## src/rtl/sc_lane_scheduler_pkg.sv

```systemverilog
// Shared definitions for the frogger lane scheduler: state encoding, lane period table
// and default timing constants.
package sc_lane_scheduler_pkg;

    localparam int LEVEL_W       = 2;
    localparam int PER_W         = 3;
    localparam int NUM_LANES_DEF = 8;
    localparam int BASE_DIV_DEF  = 2500000;
    localparam int DIV_W_DEF     = 22;

    typedef enum logic [2:0] {
        ST_IDLE  = 3'd0,
        ST_RUN   = 3'd1,
        ST_SHIFT = 3'd2,
        ST_CHECK = 3'd3,
        ST_HOLD  = 3'd4
    } sched_state_t;

    // Base ticks between shifts of one lane; higher levels speed lanes up, never below 1.
    function automatic logic [PER_W-1:0] lane_period(input int lane,
                                                      input logic [LEVEL_W-1:0] level);
        int p;
        p = (lane % 4) + 2 - int'(level);
        if (p < 1) begin
            p = 1;
        end
        return p[PER_W-1:0];
    endfunction

endpackage

```

## src/rtl/sc_lane_scheduler_lane_timer.sv

```systemverilog
// One obstacle lane: base-tick down-counter with terminal-count reload and a sticky
// pending flag that survives until the scheduler consumes it.
module sc_lane_timer
    import sc_lane_scheduler_pkg::*;
#(
    parameter int LANE = 0
) (
    input  logic               SC_STATEMACHINEGAME_CLOCK_50,
    input  logic               SC_STATEMACHINEGAME_RESET_InHigh,
    input  logic [LEVEL_W-1:0] level_i,
    input  logic               load_i,
    input  logic               tick_i,
    input  logic               clr_pend_i,
    output logic               pend_o
);

    logic [PER_W-1:0] cnt_q, cnt_d;
    logic [PER_W-1:0] per_q, per_d;
    logic             pend_q, pend_d;
    logic             due;

    always_comb begin
        cnt_d  = cnt_q;
        per_d  = per_q;
        pend_d = pend_q;
        due    = 1'b0;
        if (load_i) begin
            per_d  = lane_period(LANE, level_i);
            cnt_d  = per_d;
            pend_d = 1'b0;
        end else begin
            if (tick_i) begin
                due   = (cnt_q == PER_W'(1));
                cnt_d = due ? per_q : cnt_q - PER_W'(1);
            end
            // A lane falling due on the same edge the flag is consumed is kept.
            pend_d = (pend_q & ~clr_pend_i) | due;
        end
    end

    always_ff @(posedge SC_STATEMACHINEGAME_CLOCK_50 or posedge SC_STATEMACHINEGAME_RESET_InHigh) begin
        if (SC_STATEMACHINEGAME_RESET_InHigh) begin
            cnt_q  <= '0;
            per_q  <= '0;
            pend_q <= 1'b0;
        end else begin
            cnt_q  <= cnt_d;
            per_q  <= per_d;
            pend_q <= pend_d;
        end
    end

    assign pend_o = pend_q;

endmodule

```

## src/rtl/sc_lane_scheduler.sv

```systemverilog
// Lane scroll scheduler: prescaler, batching of due lanes into one shift strobe and the
// collision-check handshake with the matrix comparator.
//
//  state | meaning
//  IDLE  | after reset, waiting for the first start strobe
//  RUN   | prescaler running, waiting for any lane to fall due
//  SHIFT | single-cycle shift strobe of all pending lanes
//  CHECK | collision check requested, waiting for the comparator ack
//  HOLD  | game over/won, lanes frozen until restarted
module sc_lane_scheduler
    import sc_lane_scheduler_pkg::*;
#(
    parameter int NUM_LANES = NUM_LANES_DEF,
    parameter int BASE_DIV  = BASE_DIV_DEF,
    parameter int DIV_W     = DIV_W_DEF
) (
    input  logic                 SC_STATEMACHINEGAME_CLOCK_50,
    input  logic                 SC_STATEMACHINEGAME_RESET_InHigh,
    input  logic                 SC_LANESCHED_startGame_InLow,
    input  logic                 SC_LANESCHED_LoadGame_InLow,
    input  logic                 SC_LANESCHED_Freeze_InLow,
    input  logic [LEVEL_W-1:0]   SC_LANESCHED_Level_InBUS,
    input  logic                 SC_LANESCHED_CheckAck_InHigh,
    output logic [NUM_LANES-1:0] SC_LANESCHED_Shift_OutBUS,
    output logic [NUM_LANES-1:0] SC_LANESCHED_Dir_OutBUS,
    output logic                 SC_LANESCHED_CheckReq_OutHigh,
    output logic                 SC_LANESCHED_Running_OutHigh
);

    sched_state_t         state_q, state_d;
    logic [DIV_W-1:0]     pre_q, pre_d;
    logic [NUM_LANES-1:0] shift_q, shift_d;
    logic                 req_q, req_d;
    logic                 run_q, run_d;

    logic                 reload;
    logic                 advance;
    logic                 tick;
    logic                 clr_pend;
    logic [NUM_LANES-1:0] pend;

    always_comb begin
        state_d  = state_q;
        reload   = 1'b0;
        advance  = 1'b0;
        clr_pend = 1'b0;
        case (state_q)
            ST_IDLE: begin
                if (!SC_LANESCHED_startGame_InLow) begin
                    reload  = 1'b1;
                    state_d = ST_RUN;
                end
            end
            ST_HOLD: begin
                if (SC_LANESCHED_Freeze_InLow && !SC_LANESCHED_startGame_InLow) begin
                    reload  = 1'b1;
                    state_d = ST_RUN;
                end
            end
            default: begin
                if (!SC_LANESCHED_Freeze_InLow) begin
                    clr_pend = 1'b1;
                    state_d  = ST_HOLD;
                end else if (!SC_LANESCHED_startGame_InLow || !SC_LANESCHED_LoadGame_InLow) begin
                    // Abandons any check in flight; a later ack lands outside CHECK.
                    reload  = 1'b1;
                    state_d = ST_RUN;
                end else begin
                    advance = 1'b1;
                    case (state_q)
                        ST_RUN: begin
                            if (|pend) begin
                                clr_pend = 1'b1;
                                state_d  = ST_SHIFT;
                            end
                        end
                        ST_SHIFT: state_d = ST_CHECK;
                        ST_CHECK: begin
                            if (SC_LANESCHED_CheckAck_InHigh) begin
                                state_d = ST_RUN;
                            end
                        end
                        default: state_d = ST_IDLE;
                    endcase
                end
            end
        endcase
    end

    always_comb begin
        tick  = advance && (pre_q == DIV_W'(BASE_DIV - 1));
        pre_d = pre_q;
        if (reload) begin
            pre_d = '0;
        end else if (advance) begin
            pre_d = tick ? '0 : pre_q + DIV_W'(1);
        end
    end

    // Outputs are registered from the next state so they line up with the state register.
    always_comb begin
        shift_d = (state_d == ST_SHIFT) ? pend : '0;
        req_d   = (state_d == ST_CHECK);
        run_d   = (state_d == ST_RUN) || (state_d == ST_SHIFT) || (state_d == ST_CHECK);
    end

    always_ff @(posedge SC_STATEMACHINEGAME_CLOCK_50 or posedge SC_STATEMACHINEGAME_RESET_InHigh) begin
        if (SC_STATEMACHINEGAME_RESET_InHigh) begin
            state_q <= ST_IDLE;
            pre_q   <= '0;
            shift_q <= '0;
            req_q   <= 1'b0;
            run_q   <= 1'b0;
        end else begin
            state_q <= state_d;
            pre_q   <= pre_d;
            shift_q <= shift_d;
            req_q   <= req_d;
            run_q   <= run_d;
        end
    end

    for (genvar g = 0; g < NUM_LANES; g++) begin : g_lane
        sc_lane_timer #(
            .LANE(g)
        ) u_timer (
            .SC_STATEMACHINEGAME_CLOCK_50    (SC_STATEMACHINEGAME_CLOCK_50),
            .SC_STATEMACHINEGAME_RESET_InHigh(SC_STATEMACHINEGAME_RESET_InHigh),
            .level_i                         (SC_LANESCHED_Level_InBUS),
            .load_i                          (reload),
            .tick_i                          (tick),
            .clr_pend_i                      (clr_pend),
            .pend_o                          (pend[g])
        );
        assign SC_LANESCHED_Dir_OutBUS[g] = ((g % 2) == 1);
    end

    assign SC_LANESCHED_Shift_OutBUS     = shift_q;
    assign SC_LANESCHED_CheckReq_OutHigh = req_q;
    assign SC_LANESCHED_Running_OutHigh  = run_q;

endmodule

```

## config.mk

```make
export PLATFORM = sky130hd
export DESIGN_NAME = sc_lane_scheduler
export DESIGN_NICKNAME = d
export VERILOG_FILES = /design/src/rtl/sc_lane_scheduler_pkg.sv /design/src/rtl/sc_lane_scheduler_lane_timer.sv /design/src/rtl/sc_lane_scheduler.sv
export SDC_FILE = /design/constraint.sdc
export NUM_CORES = 1
export LEC_CHECK = 0
export CAP_MARGIN = 25
export CORE_ASPECT_RATIO = 1.5
export CORE_UTILIZATION = 65
export DETAILED_ROUTE_END_ITERATION = 16
export PLACE_DENSITY_LB_ADDON = 0.05
export SLEW_MARGIN = 20
export SYNTH_ARGS = -nofsm -noshare
export SYNTH_HDL_FRONTEND = slang
export SYNTH_HIERARCHICAL = 1
export SYNTH_SLANG_ARGS = --single-unit
export TNS_END_PERCENT = 5
```

## constraint.sdc

```tcl
create_clock -name SC_STATEMACHINEGAME_CLOCK_50 -period 15.7 [get_ports SC_STATEMACHINEGAME_CLOCK_50]
set_input_delay 1.57 -clock SC_STATEMACHINEGAME_CLOCK_50 [delete_from_list [all_inputs] [get_ports SC_STATEMACHINEGAME_CLOCK_50]]
set_output_delay 1.57 -clock SC_STATEMACHINEGAME_CLOCK_50 [all_outputs]
set_load 0.05 [all_outputs]
```

After elaboration in Yosys (flattened, before gate mapping)

Cells that the tools add are included.

Memories kept: 0
Register bits: 79
Bits of input ports: 8
Output and inout bits: 18
Logic and storage cells: 164
Latch bits: 0
Memory bits (writable): 0
ROM bits: 0

Shift operators: 0
Equal/unequal tests: 16
Reduce and logical (&&, ||, !) cells: 12
$mul: 0
Div/mod/pow operators: 0
Bitwise logic cells: 17
Mux-type cells: 77
Add/sub/neg operators: 13
Order comparisons: 4

Operators with widths:

| operator                | number |
|---|---|
| $mux W3                 | 34 |
| $mux W22                | 3 |
| $mux W1                 | 36 |
| $eq A3 B1 Y1 const B    | 10 |
| $sub A3 B1 Y3 const B   | 8 |
| $add A22 B1 Y22 const B | 1 |
| $eq A22 B22 Y1 const B  | 1 |
| $eq A3 B2 Y1 const B    | 4 |
| $pmux W3 S3             | 1 |
| $and A1 B1 Y1           | 8 |
| $lt A4 B2 Y1 const B    | 2 |
| $mux W8                 | 1 |
| $or A1 B1 Y1            | 8 |
| $reduce_or A8 Y1        | 1 |
| $sub A3 B2 Y4 const A   | 2 |
| $lt A3 B2 Y1 const B    | 2 |
| $pmux W3 S2             | 1 |
| $sub A2 B2 Y3 const A   | 2 |
| $reduce_bool A2 Y1      | 2 |
| $eq A3 B3 Y1 const B    | 1 |
| $logic_not A3 Y1        | 1 |
| $logic_or A1 B1 Y1      | 3 |
| $logic_and A1 B1 Y1     | 2 |
| $logic_not A1 Y1        | 2 |
| other kinds (3)         | 3 |

Longest topological paths before layout

Gate-level depths: netlist of the first run.

Depth after elaboration: 10
Gate-level depth with buffers: 8
Depth with buffers taken out: 7

Hierarchy

The synthesis of the first run kept the hierarchy.

By module, submodules not included:

| module                                | cells each | instances | area an instance (um^2) | seq. area each (um^2) |
|---|---|---|---|---|
| sc_lane_scheduler                     | 193        | 1         | 1858.0                  | 875.8 |
| sc_lane_timer (g_lane[2].u_timer ...) | 41         | 2         | 405.4                   | 175.2 |
| sc_lane_timer (g_lane[3].u_timer ...) | 37         | 2         | 372.9                   | 175.2 |
| sc_lane_timer (g_lane[0].u_timer ...) | 34         | 2         | 364.1                   | 175.2 |
| sc_lane_timer (g_lane[1].u_timer ...) | 32         | 2         | 339.1                   | 150.1 |

Worst setup path after synthesis of the first run

Ideal clock, no wire load.

Path kind: input port to flip-flop
Start point: input port SC_LANESCHED_Freeze_InLow
End point: register g_lane[0].u_timer.cnt_q[1]
Stages: 5
Required time: 15.573 ns
Path buffers: 0
Path slack: 9.444 ns
Setup time: 0.127 ns
Data arrival time: 6.129 ns
Path through: o2111a_1 -> nand2_1 -> nor4_1 -> o2111ai_1 -> o311a_1

Word-level cells in the longest chain between the ends: 4
Elaborated cells between the ends (all ways): 9
Those cells by class: mux: 6; reduce/logical: 3

Ends and longest elaborated chain:

| element                             | line                               | RTL |
|---|---|---|
| from (decl)                         | sc_lane_scheduler.sv:21            | `input logic SC_LANESCHED_Freeze_InLow,` |
| $mux W1                             | sc_lane_scheduler.sv:61            | `if (!SC_LANESCHED_Freeze_InLow) begin` |
| $mux W1                             | sc_lane_scheduler.sv:47            | `case (state_q)` |
| $logic_and A1 B1 Y1                 | sc_lane_scheduler.sv:91            | `tick = advance && (pre_q == DIV_W'(BASE_DIV - 1));` |
| named net tick                      | sc_lane_scheduler.sv:38            | `logic tick;` |
| $reduce_bool A2 Y1 (no source line) | -                                  |  |
| to (signal assigned)                | sc_lane_scheduler_lane_timer.sv:47 | `cnt_q <= cnt_d;` |
| to (decl)                           | sc_lane_scheduler_lane_timer.sv:17 | `logic [PER_W-1:0] cnt_q, cnt_d;` |

The timed path passes the listed nets, and every way through them passes these cells.
A chain may end at the register's enable or synchronous reset.

Final worst setup path of the first run

Start point: input port SC_LANESCHED_Freeze_InLow
End point: register pre_q[2]

Elaborated cells between the ends (all ways): 11
Those cells by class: mux: 8; reduce/logical: 3

RTL lines:

| element                                        | line                     | RTL |
|---|---|---|
| $logic_and A1 B1 Y1                            | sc_lane_scheduler.sv:55  | `if (SC_LANESCHED_Freeze_InLow && !SC_LANESCHED_startGame_InLow) begin` |
| $mux W1                                        | sc_lane_scheduler.sv:55  |  |
| $pmux W1 S2 (*)                                | sc_lane_scheduler.sv:47  |  |
| named net reload                               | sc_lane_scheduler.sv:36  | `logic reload;` |
| $mux W22 or $reduce_bool A2 Y1 (tied branches) | -                        |  |
| to (signal assigned)                           | sc_lane_scheduler.sv:116 | `pre_q <= pre_d;` |
| to (decl)                                      | sc_lane_scheduler.sv:31  | `logic [DIV_W-1:0] pre_q, pre_d;` |

The timed path passes the listed nets; every way through them passes the cells marked *. The select of a mux whose other input is x is not followed.

==> results by group, run 1 <==
Global route
  • Antenna violations before repair: 0
  • Gr usage total: 0.262
  • Pin count of the biggest net entering global routing: 85
  • Vias in the first global route: about 3500
  • Overflow after GRT: 0
  • Global-route wire length before repair: around 16000 microns

STA
  • Final Hold Viols: 0
  • RSZ-0062 raised after global routing: no
  • Fmax achieved: 265 MHz
  • Worst slew pin tran: 0.845 ns
  • Fin Setup TNS: 0 ns
  • Tcrit/Tclk final: 0.240
  • Final setup fails: 0
  • Pins Over Slew Limit: 0
  • Minimum clock period: 3.77 ns
  • Max transition margin: 0.437
  • Hold WS: 0.485 ns
  • Clock skew: 0.00955 ns

Synthesis
  • Number of flops mapped to enable cells by yosys: 0
  • Yosys warns: 6
  • Yosys top cell area share: 0.462
  • Mapped Cells: approximately 480
  • Top cell type by total area after synthesis: dfrtp_1
  • Commonest cells post-synth: dfrtp_1, inv_1, nor2_1, nand2_1, a21oi_1
  • Register area share after synthesis: 0.462
  • Primary FF master, synth: dfrtp_1
  • Post-synthesis cell type count: 57
  • Synth area leaders: dfrtp_1, ha_1, inv_1, nor2_1, a21oi_1
  • Synthesis-stage register bit count: 89
  • Async set-reset flop share out of synthesis: 1.00
  • Cell Area, Synth: 4820 sq um
  • Most common cell in the netlist: dfrtp_1
  • Average cell area after synthesis: 10.0 sq um

Placement
  • DP Wirelength: 6370 microns
  • Placed Instances: ~590
  • Gp weighted congestion: 0.848
  • Port buffer count: 17

CTS
  • Hold Buf Count CTS: 0
  • Clock-pin slew on the worst setup and hold paths: 0.08 ns
  • H-Tree Level Count: 3
  • Setup Buffers After CTS: 0
  • Later-pin clock latency in the skew report: roughly 0.37 ns
  • Cts repair resizes: 0
  • Clock Sinks: 89
  • Clock buffer depth: 2
  • Cts bufs inserted: 9
  • CTS tree: yes
  • Root Driver: clkbuf_8

Routing
  • Vias: 3431
  • DRT Wirelength: 9170 microns
  • Post-route ant nets: 0
  • WL/cell: 15.2 microns
  • Routed vias/inst: 5.70
  • Initial drt markers: 181
  • DR pass1 iterations: 4
  • DR DRC count: 0

Power
  • Int Pwr: 0.403 mW
  • Psw: between 0.15 and 0.2 mW
  • Pwr dens: 110 nW/um^2
  • Leakage power: 2.44 nW
  • Seq pwr share: 0.472
  • Net Sw Frac: 0.306
  • Clock power share: 0.302
  • Combinational share of power: 0.226
  • VDD IR-drop max: 80.7 uV

Finish
  • Finished Layout Cells: 602
  • Fin nets: 526
  • Layout overhead on the synthesized area: 9.21%
  • Layout cells sized above 1: 0.0956
  • Number of diodes: 0
  • Util after Layout: 0.729

Floorplanning
  • Initial core utilization: 0.667
  • Chip height: 107 microns
  • Num rows: 38
  • Full die area: 7770 sq um
  • Core area: 7230 sq um
  • Die W: 72.3 microns
  • I/O pin total: 26

Worst setup path
  • Crit path launch type: primary input
  • Setup CP Type: in2reg
  • Worst EP required: ~16 ns
  • Reg2Reg Depth: 5
  • CP max FO: 84
  • Critical Path Sink Type: flip-flop
  • Critical Path AT: approximately 4 ns

Hold path
  • Worst hold-check path type: reg2reg
  • Hold-critical path depth: 1

Flow run
  • Max-cap check violation count: 0

Status
  • Outcome: completed
## final cells by class
class	instances	area, sq um
flip-flops and latches	89	2230
repair buffers	20	193
inverters	55	231
clock buffers	10	138
multi-input cells	322	2260
fillers	547	1960
clock inverters	6	91.3
well taps	100	125
## power by group through the flow
stage	combinational (mW)	clock [mW]	sequential, mW
2_1_floorplan	0.110	0	0.274
3_3_place_gp	0.126	0	0.276
3_5_place_dp	0.132	0	0.278
4_1_cts	0.133	0.180	0.274
5_1_grt	0.147	0.190	0.277
6_report	0.131	0.176	0.274
## cells in the final DEF, fill, tap and decap left out, types with 4 or more instances in the layout
| cell type | n |
|---|---|
| and2_1 | 9 |
| o311a_1 | 4 |
| o211a_1 | 4 |
| a31oi_1 | 5 |
| xor2_1 | 11 |
| o21a_1 | 5 |
| inv_1 | 51 |
| nand2_1 | 27 |
| conb_1 | 8 |
| o31ai_1 | 4 |
| mux2_1 | 8 |
| clkbuf_8 | 10 |
| nand4_1 | 5 |
| nor4_1 | 10 |
| ha_1 | 21 |
| o21ai_0 | 12 |
| dfrtp_1 | 89 |
| nand2b_1 | 15 |
| nor2b_1 | 7 |
| mux2_2 | 4 |
| o21ai_1 | 4 |
| mux2i_1 | 10 |
| nor3_1 | 5 |
| a21oi_1 | 23 |
| nor2_1 | 39 |
| clkdlybuf4s50_1 | 17 |
| o31ai_2 | 4 |
| o2111ai_1 | 4 |
| nand3b_1 | 12 |
| xnor2_1 | 9 |
| nand3_1 | 15 |
## sequential cells by signal, summed over array words and instances, names as in the netlist
| signal | flops |
|---|---|
| g_lane.u_timer/per_q | 22 |
| pre_q | 22 |
| SC_LANESCHED_CheckReq_OutHigh | 1 |
| SC_LANESCHED_Shift_OutBUS | 8 |
| g_lane.u_timer/cnt_q | 24 |
| g_lane.u_timer/pend_o | 8 |
| state_q | 3 |
| SC_LANESCHED_Running_OutHigh | 1 |
## metrics by stage
stage                     power [mW]  area [sq um]  worst slack, ns
after floorplan                0.384          4840             9.44
after global placement         0.402          5040            11.66
after detailed placement       0.410          5040            11.58
after CTS                      0.586          5270            11.97
after global routing           0.614          5270            11.73
final                          0.581          5270            11.93
## per-layer routing
metal,wire [microns],GRT usage
met3,270,0.0552
met5,0,0
met2,4900,0.466
met4,142,0.101
met1,3860,0.303
## cell families after synthesis
kind of cell    count (synthesis)  share of synthesized area
compound gates                 81                      0.118
mux                            22                     0.0488
xor+xnor                       20                     0.0363
buf+inv                        76                     0.0755
fa+ha+maj                      21                     0.0545
other cells                     2                    0.00156
simple gates                  170                      0.203
flops                          89                      0.462
## worst paths after layout
check,from,to,slack (ns)
worst max-delay path,SC_LANESCHED_Freeze_InLow,pre_q[2]$_DFFE_PP0P_,11.93
worst min-delay path,g_lane[1].u_timer/per_q[0]$_DFFE_PP0P_,g_lane[1].u_timer/per_q[0]$_DFFE_PP0P_,0.48
worst max register to register,state_q[1]$_DFF_PP0_,pre_q[2]$_DFFE_PP0P_,13.15
worst min register to register,g_lane[1].u_timer/per_q[0]$_DFFE_PP0P_,g_lane[1].u_timer/per_q[0]$_DFFE_PP0P_,0.48
max in group asynchronous,SC_STATEMACHINEGAME_RESET_InHigh,state_q[1]$_DFF_PP0_,13.49
min in group asynchronous,SC_STATEMACHINEGAME_RESET_InHigh,g_lane[5].u_timer/cnt_q[1]$_DFFE_PP0P_,1.74
## worst max-delay path, cell delays in order
cell	delay (ns)
clkdlybuf4s50_1	0.61
o21a_1	0.21
a221o_2	0.16
buf_4	0.62
nand2b_1	0.65
nor2_1	0.12
No activity file was read; power rests on OpenSTA's default activity.
==> run 2: changes to the inputs <==
Settings changed: CORE_UTILIZATION 65 to 61.
Clock period 15.7 ns to 3.55 ns, I/O delays scaled along.
==> results by group, run 2 (synthesis results as in run 1) <==
Power
  • Psw: 0.806 mW (was 0.178 mW)
  • Pwr dens: 514 nW/um^2 (was 110 nW/um^2)
  • Seq pwr share: 0.440 (was 0.472)
  • Tot Pwr: 2.76 mW (was 0.581 mW)
  • Leakage power: 2.50 nW (was 2.44 nW)
  • VDD IR-drop max: 366 uV (was 80.7 uV)
  • Net Sw Frac: 0.292 (was 0.306)
  • Combinational share of power: 0.211 (was 0.226)
  • Clock power share: 0.350 (was 0.302)
  • Int Pwr: 1.95 mW (was 0.403 mW)

STA
  • Fmax achieved: 422 MHz
  • Worst slew pin tran: 0.782 ns (was 0.845 ns)
  • Clock skew: 0.00724 ns (was 0.00955 ns)
  • Fin Setup TNS: 0 ns (unchanged)
  • Pins Over Slew Limit: 0 (unchanged)
  • Tcrit/Tclk final: 0.667
  • Max transition margin: 0.479 (was 0.437)
  • Minimum clock period: 2.37 ns
  • Final Hold Viols: 0 (unchanged)
  • RSZ-0062 raised after global routing: no (unchanged)
  • Hold WS: 0.475 ns (was 0.485 ns)
  • Final setup fails: 0 (unchanged)

Floorplanning
  • Initial core utilization: 0.633 (was 0.667)
  • Num rows: 39 (was 38)
  • I/O pin total: 26 (unchanged)
  • Die W: 74.6 microns (was 72.3 microns)
  • Full die area: 8270 sq um (was 7770 sq um)
  • Chip height: 111 microns (was 107 microns)
  • Core area: 7610 sq um (was 7230 sq um)

Worst setup path
  • Critical Path AT: 2.57 ns (was 4.00 ns)
  • Setup CP Type: in2reg (unchanged)
  • CP max FO: 52 (was 84)
  • Critical Path Sink Type: flip-flop (unchanged)
  • Worst EP required: 3.75 ns (was 15.92 ns)
  • Crit path launch type: primary input (unchanged)
  • Reg2reg setup slack: 1.21 ns (was 13.15 ns)

Routing
  • M1 WL: 3840 microns (was 3860 microns)
  • DR DRC count: 0 (unchanged)
  • Initial drt markers: 171 (was 181)
  • Top Metal Used: met4 (unchanged)
  • Vias: 3486 (was 3431)
  • DRT Wirelength: 9560 microns (was 9170 microns)
  • Met2 WL: 5230 microns (was 4900 microns)
  • DR pass1 iterations: 7 (was 4)
  • Post-route ant nets: 0 (unchanged)
  • WL/cell: 15.8 microns (was 15.2 microns)
  • Met3 WL: 272 microns (was 270 microns)
  • Routed vias/inst: 5.77 (was 5.70)

CTS
  • Cts repair resizes: 0 (unchanged)
  • CTS tree: yes (unchanged)
  • Root Driver: clkbuf_16 (was clkbuf_8)
  • Clock buffer depth: 2 (unchanged)
  • Cts bufs inserted: 9 (unchanged)
  • Hold Buf Count CTS: 0 (unchanged)
  • Clock Sinks: 89 (unchanged)
  • Later-pin clock latency in the skew report: 0.34 ns (was 0.37 ns)
  • Clock-pin slew on the worst setup and hold paths: 0.06 ns (was 0.08 ns)
  • H-Tree Level Count: 3 (unchanged)
  • Setup Buffers After CTS: 0 (unchanged)

Hold path
  • Worst hold-check path type: reg2reg (unchanged)

Status
  • Outcome: completed (unchanged)

Global route
  • Pin count of the biggest net entering global routing: 53 (was 85)
  • Gr usage total: 0.257 (was 0.262)
  • Overflow after GRT: 0 (unchanged)
  • Antenna violations before repair: 0 (unchanged)
  • Global-route wire length before repair: 16000 microns (was 15700 microns)
  • Vias in the first global route: 3586 (was 3511)

Finish
  • Fin nets: 527 (was 526)
  • Layout overhead on the synthesized area: 11.2% (was 9.21%)
  • Most common cell after layout, fill and taps aside: dfrtp_1 (unchanged)
  • Largest Register: g_lane.u_timer/cnt_q (unchanged)
  • Layout cells sized above 1: 0.0956 (unchanged)
  • Regs by FF count: g_lane.u_timer/cnt_q (24), g_lane.u_timer/per_q (22), pre_q (22) (unchanged)
  • Most frequent cells in the layout: dfrtp_1, inv_1, nor2_1 (unchanged)
  • Number of diodes: 0 (unchanged)
  • Max reg flops: 24 (unchanged)

Flow run
  • Max-cap check violation count: 0 (unchanged)

Placement
  • DP Wirelength: 6660 microns (was 6370 microns)
  • Gp weighted congestion: 0.838 (was 0.848)
  • Port buffer count: 17 (unchanged)
## run 2: cell count changes in the layout (fill, tap and decap cells not counted)
cell | before | now
buf_4 | 3 | 4
bufinv_16 | 2 | 1
clkbuf_16 | 0 | 9
clkbuf_8 | 10 | 2
clkinv_4 | 1 | 0
nor4_2 | 1 | 0
nor4_4 | 1 | 2
## run 2: per-layer routing
metal,track usage,vias up
met5,0,-
met4,0.107,0
met1,0.292,1760
li1,-,1656
met2,0.452,56
met3,0.0509,14
## run 2: power by group through the flow
stage	clock, mW	combinational [mW]	sequential (mW)
after floorplan	0	0.488	1.21
after global placement	0	0.561	1.22
after detailed placement	0	0.578	1.23
after CTS	0.981	0.588	1.21
after global routing	1.02	0.654	1.23
final	0.963	0.580	1.21
## run 2: path summary, 6_finish.rpt
check                                                  startpoint                                endpoint  cells after the start
max                                     SC_LANESCHED_Freeze_InLow  g_lane[1].u_timer/cnt_q[2]$_DFFE_PP0P_                      8
min                        g_lane[5].u_timer/per_q[0]$_DFFE_PP0P_  g_lane[5].u_timer/per_q[0]$_DFFE_PP0P_                      1
max reg2reg                                  pre_q[6]$_DFFE_PP0P_                   pre_q[17]$_DFFE_PP0P_                      5
min reg2reg                g_lane[5].u_timer/per_q[0]$_DFFE_PP0P_  g_lane[5].u_timer/per_q[0]$_DFFE_PP0P_                      1
max in group asynchronous        SC_STATEMACHINEGAME_RESET_InHigh                    pre_q[5]$_DFFE_PP0P_                      3
min in group asynchronous        SC_STATEMACHINEGAME_RESET_InHigh      g_lane[1].u_timer/pend_o$_DFF_PP0_                      2
## run 2: layout make-up
cell class,count,area (sq um)
multi-input cells,322,2270
clock inverters,4,52.6
flip-flops and latches,89,2230
clock buffers,11,253
inverters,55,231
well taps,102,128
repair buffers,21,200
fillers,628,2250
## run 2: metrics by stage
step,setup slack (ns),utilization,cells,instance area (sq um)
5_1_grt,0.997,0.704,604,5360
2_1_floorplan,0.805,-,487,4860
3_5_place_dp,0.881,0.664,589,5050
4_1_cts,1.21,0.704,604,5360
3_3_place_gp,0.973,0.664,589,5050
6_report,1.18,0.704,604,5360
## run 2: critical path, stage by stage
cell             delay [ns]
clkdlybuf4s50_1        0.63
o2111a_1               0.31
nand2_1                0.11
nor4_4                 0.27
buf_4                  0.48
nand2_1                0.13
mux2i_1                0.18
nor2_1                 0.07
